**config.mk**
```make
export PLATFORM = sky130hd
export DESIGN_NAME = csr_req_ctrl
export DESIGN_NICKNAME = d
export VERILOG_FILES = /design/src/rtl/csr_pkg.sv /design/src/rtl/csr_op_decode.sv /design/src/rtl/csr_req_ctrl.sv
export SDC_FILE = /design/constraint.sdc
export NUM_CORES = 1
export LEC_CHECK = 0
export ABC_CLOCK_PERIOD_IN_PS = 3300
export CAP_MARGIN = 25
export CORE_UTILIZATION = 42
export CTS_CLUSTER_SIZE = 10
export DETAILED_ROUTE_END_ITERATION = 8
export PLACE_DENSITY = 0.85
export SYNTH_ARGS = -nofsm -noshare
export SYNTH_HDL_FRONTEND = slang
export SYNTH_SLANG_ARGS = --single-unit
export TNS_END_PERCENT = 100
```
**constraint.sdc**
```tcl
create_clock -name clk -period 3.3 [get_ports clk]
set_input_delay 0.825 -clock clk [delete_from_list [all_inputs] [get_ports clk]]
set_output_delay 0.825 -clock clk [all_outputs]
set_load 0.05 [all_outputs]
```
**src/rtl/csr_pkg.sv**
```systemverilog
// rtl/csr_pkg.sv - shared Zicsr funct3 codes, FSM state type and op-bit positions
package csr_pkg;

    localparam logic [2:0] CSRRW  = 3'b001;
    localparam logic [2:0] CSRRS  = 3'b010;
    localparam logic [2:0] CSRRC  = 3'b011;
    localparam logic [2:0] CSRRWI = 3'b101;
    localparam logic [2:0] CSRRSI = 3'b110;
    localparam logic [2:0] CSRRCI = 3'b111;

    localparam int OP_R = 1;
    localparam int OP_W = 0;

    typedef enum logic [1:0] {
        IDLE = 2'd0,
        BUSY = 2'd1,
        RESP = 2'd2
    } state_t;

endpackage

```
**src/rtl/csr_op_decode.sv**
```systemverilog
// rtl/csr_op_decode.sv - combinational R/W op derivation and illegal-funct3 detection
module csr_op_decode
    import csr_pkg::*;
(
    input  logic [2:0] funct3,
    input  logic [4:0] rs1_idx,
    input  logic [4:0] rd_idx,
    output logic [1:0] op,
    output logic       illegal
);

    always_comb begin
        op      = 2'b00;
        illegal = 1'b0;
        unique case (funct3)
            CSRRW, CSRRWI: begin
                op[OP_R] = (rd_idx != 5'd0);
                op[OP_W] = 1'b1;
            end
            // rs1_idx doubles as uimm for the immediate forms, so one test covers both
            CSRRS, CSRRC, CSRRSI, CSRRCI: begin
                op[OP_R] = 1'b1;
                op[OP_W] = (rs1_idx != 5'd0);
            end
            default: illegal = 1'b1;
        endcase
    end

endmodule

```
**src/rtl/csr_req_ctrl.sv**
```systemverilog
// rtl/csr_req_ctrl.sv - single-outstanding CSR request issue/response stage
// Optional response watchdog enabled by defining CSR_TIMEOUT_EN.
module csr_req_ctrl
    import csr_pkg::*;
#(
    parameter int ADDR_WIDTH  = 32,
    parameter int REG_WIDTH   = 32,
    parameter int TIMEOUT_CYC = 64
) (
    input  logic                  clk,
    input  logic                  rst_n,
    input  logic                  in_valid,
    output logic                  in_ready,
    input  logic [2:0]            in_funct3,
    input  logic [11:0]           in_csr,
    input  logic [4:0]            in_rs1_idx,
    input  logic [REG_WIDTH-1:0]  in_rs1_val,
    input  logic [4:0]            in_rd_idx,
    input  logic                  flush,
    output logic [1:0]            csr_op,
    output logic [2:0]            csr_funct3,
    output logic [4:0]            csr_imm,
    output logic [REG_WIDTH-1:0]  rs1_val,
    output logic [ADDR_WIDTH-1:0] csr_addr,
    output logic                  csr_valid,
    input  logic [ADDR_WIDTH-1:0] csr_rdata,
    input  logic                  csr_rvalid,
    input  logic                  csr_reg_rsp,
    output logic                  csr_rrsp,
    output logic                  wb_valid,
    input  logic                  wb_ready,
    output logic                  wb_rd_we,
    output logic [4:0]            wb_rd_idx,
    output logic [REG_WIDTH-1:0]  wb_data,
    output logic                  wb_exc
);

    state_t state, state_nx;
    logic [1:0] dec_op;
    logic       dec_ill;
    logic       accept;
    logic       rsp_take;
    logic       to_hit;
    logic       kill;

    csr_op_decode u_dec (
        .funct3  (in_funct3),
        .rs1_idx (in_rs1_idx),
        .rd_idx  (in_rd_idx),
        .op      (dec_op),
        .illegal (dec_ill)
    );

    assign accept   = in_valid & ~flush & (state == IDLE);
    assign rsp_take = (state == BUSY) & csr_rvalid;

`ifdef CSR_TIMEOUT_EN
    localparam logic [15:0] TO_LAST = 16'(TIMEOUT_CYC - 1);
    logic [15:0] to_cnt;

    // A response in the limit cycle takes priority over the watchdog
    assign to_hit = (state == BUSY) & ~csr_rvalid & (to_cnt == TO_LAST);

    always_ff @(posedge clk or negedge rst_n) begin
        if (!rst_n) begin
            to_cnt <= 16'd0;
        end else if (accept) begin
            to_cnt <= 16'd0;
        end else if (state == BUSY && !csr_rvalid) begin
            to_cnt <= to_cnt + 16'd1;
        end
    end
`else
    logic unused_to;
    assign unused_to = (TIMEOUT_CYC == 0);
    assign to_hit    = 1'b0;
`endif

    logic unused_rdata;
    assign unused_rdata = ^csr_rdata;

    always_ff @(posedge clk or negedge rst_n) begin
        if (!rst_n) begin
            state      <= IDLE;
            csr_op     <= 2'b00;
            csr_funct3 <= 3'd0;
            csr_imm    <= 5'd0;
            rs1_val    <= '0;
            csr_addr   <= '0;
            wb_rd_idx  <= 5'd0;
            wb_data    <= '0;
            wb_exc     <= 1'b0;
            wb_rd_we   <= 1'b0;
            kill       <= 1'b0;
        end else begin
            state <= state_nx;
            if (accept) begin
                csr_op     <= dec_ill ? 2'b00 : dec_op;
                csr_funct3 <= in_funct3;
                csr_imm    <= in_rs1_idx;
                rs1_val    <= in_rs1_val;
                csr_addr   <= {{(ADDR_WIDTH-12){1'b0}}, in_csr};
                wb_rd_idx  <= in_rd_idx;
                wb_data    <= '0;
                wb_exc     <= dec_ill;
                wb_rd_we   <= 1'b0;
                kill       <= 1'b0;
            end
            // Side effects may already be committed, so flush marks rather than aborts
            if (state == BUSY && flush) begin
                kill <= 1'b1;
            end
            if (rsp_take) begin
                wb_data  <= csr_rdata[REG_WIDTH-1:0];
                wb_exc   <= csr_reg_rsp;
                wb_rd_we <= csr_op[OP_R] & ~csr_reg_rsp & (wb_rd_idx != 5'd0);
            end else if (to_hit) begin
                wb_exc   <= 1'b1;
                wb_rd_we <= 1'b0;
            end
        end
    end

    always_comb begin
        state_nx  = state;
        in_ready  = 1'b0;
        csr_valid = 1'b0;
        csr_rrsp  = 1'b0;
        wb_valid  = 1'b0;
        unique case (state)
            IDLE: begin
                in_ready = 1'b1;
                if (accept) begin
                    state_nx = dec_ill ? RESP : BUSY;
                end
            end
            BUSY: begin
                csr_valid = 1'b1;
                csr_rrsp  = csr_rvalid;
                if (rsp_take || to_hit) begin
                    state_nx = (kill || flush) ? IDLE : RESP;
                end
            end
            RESP: begin
                wb_valid = 1'b1;
                if (wb_ready || flush) begin
                    state_nx = IDLE;
                end
            end
            default: state_nx = IDLE;
        endcase
    end

endmodule

```
# After elaboration in Yosys (flattened, before gate mapping)
# Index checks and enable logic that the tools add are counted.
op_classes:
  n_eq_ne: 11
  n_mux: 20
  n_bitwise: 7
  reduce_logical: 13
op_table:
  columns: ["cell", "n"]
  rows:
  - ["$mux W32", 2]
  - ["$reduce_bool A5 Y1", 3]
  - ["$mux W2", 6]
  - ["$mux W1", 10]
  - ["$eq A3 B3 Y1 const B", 3]
  - ["$eq A3 B2 Y1 const B", 2]
  - ["$ne A2 B2 Y1 const B", 3]
  - ["$pmux W2 S3", 1]
  - ["$reduce_or A6 Y1", 1]
  - ["$and A1 B1 Y1", 5]
  - ["$pmux W2 S2", 1]
  - ["$reduce_bool A2 Y1", 2]
  - ["$reduce_or A4 Y1", 1]
  - ["$eq A3 B1 Y1 const B", 1]
  - ["$reduce_and A3 Y1", 1]
  - ["$eq A2 B1 Y1 const B", 1]
  - ["$eq A2 B2 Y1 const B", 1]
  - ["$logic_not A2 Y1", 1]
  - ["$logic_or A1 B1 Y1", 2]
  - ["$not A1 Y1", 2]
  - ["$reduce_or A2 Y1", 1]
  - ["$logic_and A1 B1 Y1", 1]
totals:
  reg_bits: 96
  in_bits: 96
  out_inout_bits: 117
  elab_cells: 62

# Logic depth before layout (Yosys ltp)
logic_depth:
  ltp_word: 5
  depth_mapped: 6
  mapped_depth_nobuf: 3

# Hierarchy
# Synthesis repeated with hierarchy kept, for this count alone.
hier_totals:
  cells_unflattened: 375
  hier_area_um2: 3891.2
modules_own_cells:
  columns: ["module", "instances", "cells_per_inst", "area_each_um2", "seq_area_each_um2"]
  rows:
  - ["csr_req_ctrl", 1, 368, 3856.2, 2402.3]
  - ["csr_op_decode", 1, 7, 35.0, 0.0]

# Least setup slack after synthesis
# No wires, ideal clock.
synth_path:
  path_type: "input port to output port"
  start: "in csr_rvalid"
  end: "out csr_rrsp"
  arrival_ns: 1.488
  required_time_ns: 2.475
  path_slack_ns: 0.987
  cell_stages: 3
  path_buffers: 2
  path_cell_list: "and3b_1 -> buf_2 -> buf_2"
synth_via:
  elab_chain_cells: 1
synth_lines:
  columns: ["item", "line", "rtl"]
  rows:
  - ["start: declaration", "csr_req_ctrl.sv:27", "input logic csr_rvalid,"]
  - ["$mux W1", "csr_req_ctrl.sv:130", "unique case (state)"]
  - ["end: declaration", "csr_req_ctrl.sv:29", "output logic csr_rrsp,"]
# No other way between the ends.

# Final worst setup path
layout_path:
  start: "reg state[0]"
  end: "out csr_valid"
layout_via:
  elab_chain_cells: 2
layout_lines:
  columns: ["item", "line", "rtl"]
  rows:
  - ["start: declaration", "csr_req_ctrl.sv:38", "state_t state, state_nx;"]
  - ["start signal: assignment", "csr_req_ctrl.sv:96", "state <= state_nx;"]
  - ["$eq A2 B1 Y1", "csr_req_ctrl.sv:130", null]
  - ["$mux W1", "csr_req_ctrl.sv:130", null]
  - ["end: declaration", "csr_req_ctrl.sv:25", "output logic csr_valid,"]
# No other way between the ends.

==> reports/results.tsv <==
metric	value	unit
cts_sinks	96	
avgViaCountPerCell	4.757	
critical_path.top_delay_family	buffers and inverters	
via_count	3187	
min_period	2.784	ns
status	complete, no violations	
tritoncts	done	
antenna_found_initial	0	
port_buffers	192	
max_freq	0.3591	GHz
grt_setup_unrepaired	false	
grt_pass1_vias	3270	
ctsRootBufferMaster	clkbuf_8	
design.die.area	9511	sq um
yosysTopAreaCell	dfrtp_1	
row_count	34	
p_per_area	739.8	nW/um^2
synthTopCellsByArea	dfrtp_1 63%, nand2_1 17%, a22o_1 8.0%	
fin_skew	0.01038	ns
cts_setup_buffers	0	
totalWireLength	9.895	mm
slowest_delay	0.86	ns
crit_buf_inv	1	
grt-ovfl-total	0	
synth-seq-area-share	62.68	%
end_kind	output port	
syn-cell-area	3832	sq um
maxCapViolCount	0	
die_h	97.53	um
die_w	97.53	um
core_area	8763	sq um
numCtsBuffers	9	
path_cells	nor2b_1, clkdlybuf4s50_1	
grt_first_pass_wirelength	16.04	mm
arrival	1.96	ns
leakagePower	2.840	nW
final.fill_count	685	
maxSlewViolCount	0	
insertion_delay	0.34	ns
ioPinCount	213	
drtIter0Drc	94	
hpwl	7.261	mm
yosys_warnings	0	
synth_top_area_share	62.68	%
wl_per_cell	14.77	um
p_total	4.412	mW
hold_viol	0	
grtUsageTotal	21.02	%
grt_max_degree	62	
ant_nets	0	
holdBufCountCts	0	
peakVddDrop	0.0004136	V
syn_avg_cell_area	10.25	sq um
firstDrtPassIters	4	
drive_above_1_share	4.448	%
crit_slowest_cell	clkdlybuf4s50_1	
gp_congestion	0.7170	
slew_headroom	58.30	%
initial_core_util	43.73	%
ys_ff_latch	96	
worst_pin_slew	0.6255	ns
area.growth.synth_to_final	55.63	%
clk_pin_slew	0.09	ns
synth_cell_type_count	25	
syn-instance-count	374	
critPathKind	flop to output port	
cts_resized	0	
crit_fanout	9	
setup_viol	0	
route.detailed.drc	0	
cp.required	2.47	ns
finalSetupTns	0	ns
insertedDiodeCount	0	
finalNetCount	654	
cp-start-kind	flop	
timing.final.crit_share	84.38	%
h-tree-depth	3	
hold_class	input pin to asynchronous set/reset pin	
clock_path_buffers	2	
-- Yosys cell counts --
master and count:
a21oi_1 2, a22o_1 35, and3b_1 1, buf_1 2
buf_2 13, buf_4 21, buf_6 3, clkbuf_1 3
conb_1 1, dfrtp_1 96, mux2i_1 1, nand2_1 173
nand2b_1 2, nand3b_1 2, nor2_1 6, nor2b_1 3
nor4_1 2, nor4b_1 1, nor4b_4 1, o21ai_0 1
o21bai_1 1, o2bb2ai_1 1, or4_1 1, or4b_2 1
or4b_4 1
-- worst paths after layout --
path | start | to | slack (ns) | cells after the start
max | state[0] | csr_valid | 0.52 | 2
min reg2reg | rs1_val[0] | rs1_val[0] | 0.48 | 2
max in group asynchronous | rst_n | wb_rd_we | 2.16 | 2
min in group clk | rs1_val[0] | rs1_val[0] | 0.48 | 2
min | rst_n | rs1_val[16] | 0.48 | 1
max reg2reg | state[1] | wb_data[4] | 1.41 | 4
-- worst register-to-register path: cells and delay by family, from the launching register on --
family	cells	cell delay (ns)
buffers and inverters	1	0.35
AND/OR/NAND/NOR	2	0.76
flip-flops	1	0.53
AO/OA/AOI/OAI	1	0.20
-- metal layers --
metal | share of wire [%] | wire, um | GRT usage, %
met1 | 43 | 4216 | 26.29
met3 | 5.8 | 572 | 4.676
met4 | 1.6 | 162 | 6.335
met2 | 50 | 4944 | 36.36
met5 | 0 | 0 | 0
-- layout by cell type, fill, tap and decap left out, types with 3 or more instances in the layout --
| master | synthesis | routed |
|---|---|---|
| a22o_1 | 35 | 35 |
| buf_4 | 21 | 4 |
| clkbuf_8 | 0 | 10 |
| clkdlybuf4s50_1 | 0 | 190 |
| conb_1 | 1 | 20 |
| dfrtp_1 | 96 | 96 |
| nand2_1 | 173 | 173 |
| nor2_1 | 6 | 5 |
| nor2b_1 | 3 | 3 |
-- logic make-up after synthesis --
family | count (synthesis) | synth area share [%]
and+or+nand+nor | 194 | 20.96
DFF | 96 | 62.68
buffers and inverters | 42 | 7.182
AOI/OAI and AO/OA | 40 | 8.815
muxes | 1 | 0.2612
other | 1 | 0.09785
-- report_power, final --
group          switching (mW)  internal (mW)  total, mW
clock                   0.384          0.444      0.828
sequential              0.161           1.43       1.59
combinational            1.32          0.673       1.99
total                    1.86           2.55       4.41
-- flip-flops by register name, indices dropped and copies added, names as in the netlist --
register,cells
rs1_val,32
wb_data,32
csr_addr,12
csr_imm,5
wb_rd_idx,5
csr_funct3,3
csr_op,2
state,2
kill,1
wb_exc,1
wb_rd_we,1
-- area by class of cell --
type	count	area, sq um	area share [%]
clock buffers	10	137.6	2.308
flip-flops and latches	96	2402	40.28
multi-input cells	255	1229	20.60
clock inverters	5	81.33	1.364
well taps	108	135.1	2.266
repair buffers	196	1979	33.19
-- per-stage QoR --
stage / cell area, sq um / hold WS, ns / util [%] / std cells / setup slack [ns]
floorplan: 3904 / 0.4575 / - / 393 / 0.9870
global placement: 5718 / 0.4572 / 65.25 / 654 / 0.6269
detailed placement: 5746 / 0.4613 / 65.56 / 655 / 0.6215
CTS: 5964 / 0.4824 / 68.06 / 670 / 0.4981
global route: 5964 / 0.5107 / 68.06 / 670 / 0.4265
finish: 5964 / 0.4778 / 68.06 / 670 / 0.5155
Power figures use the tool's default switching activity.
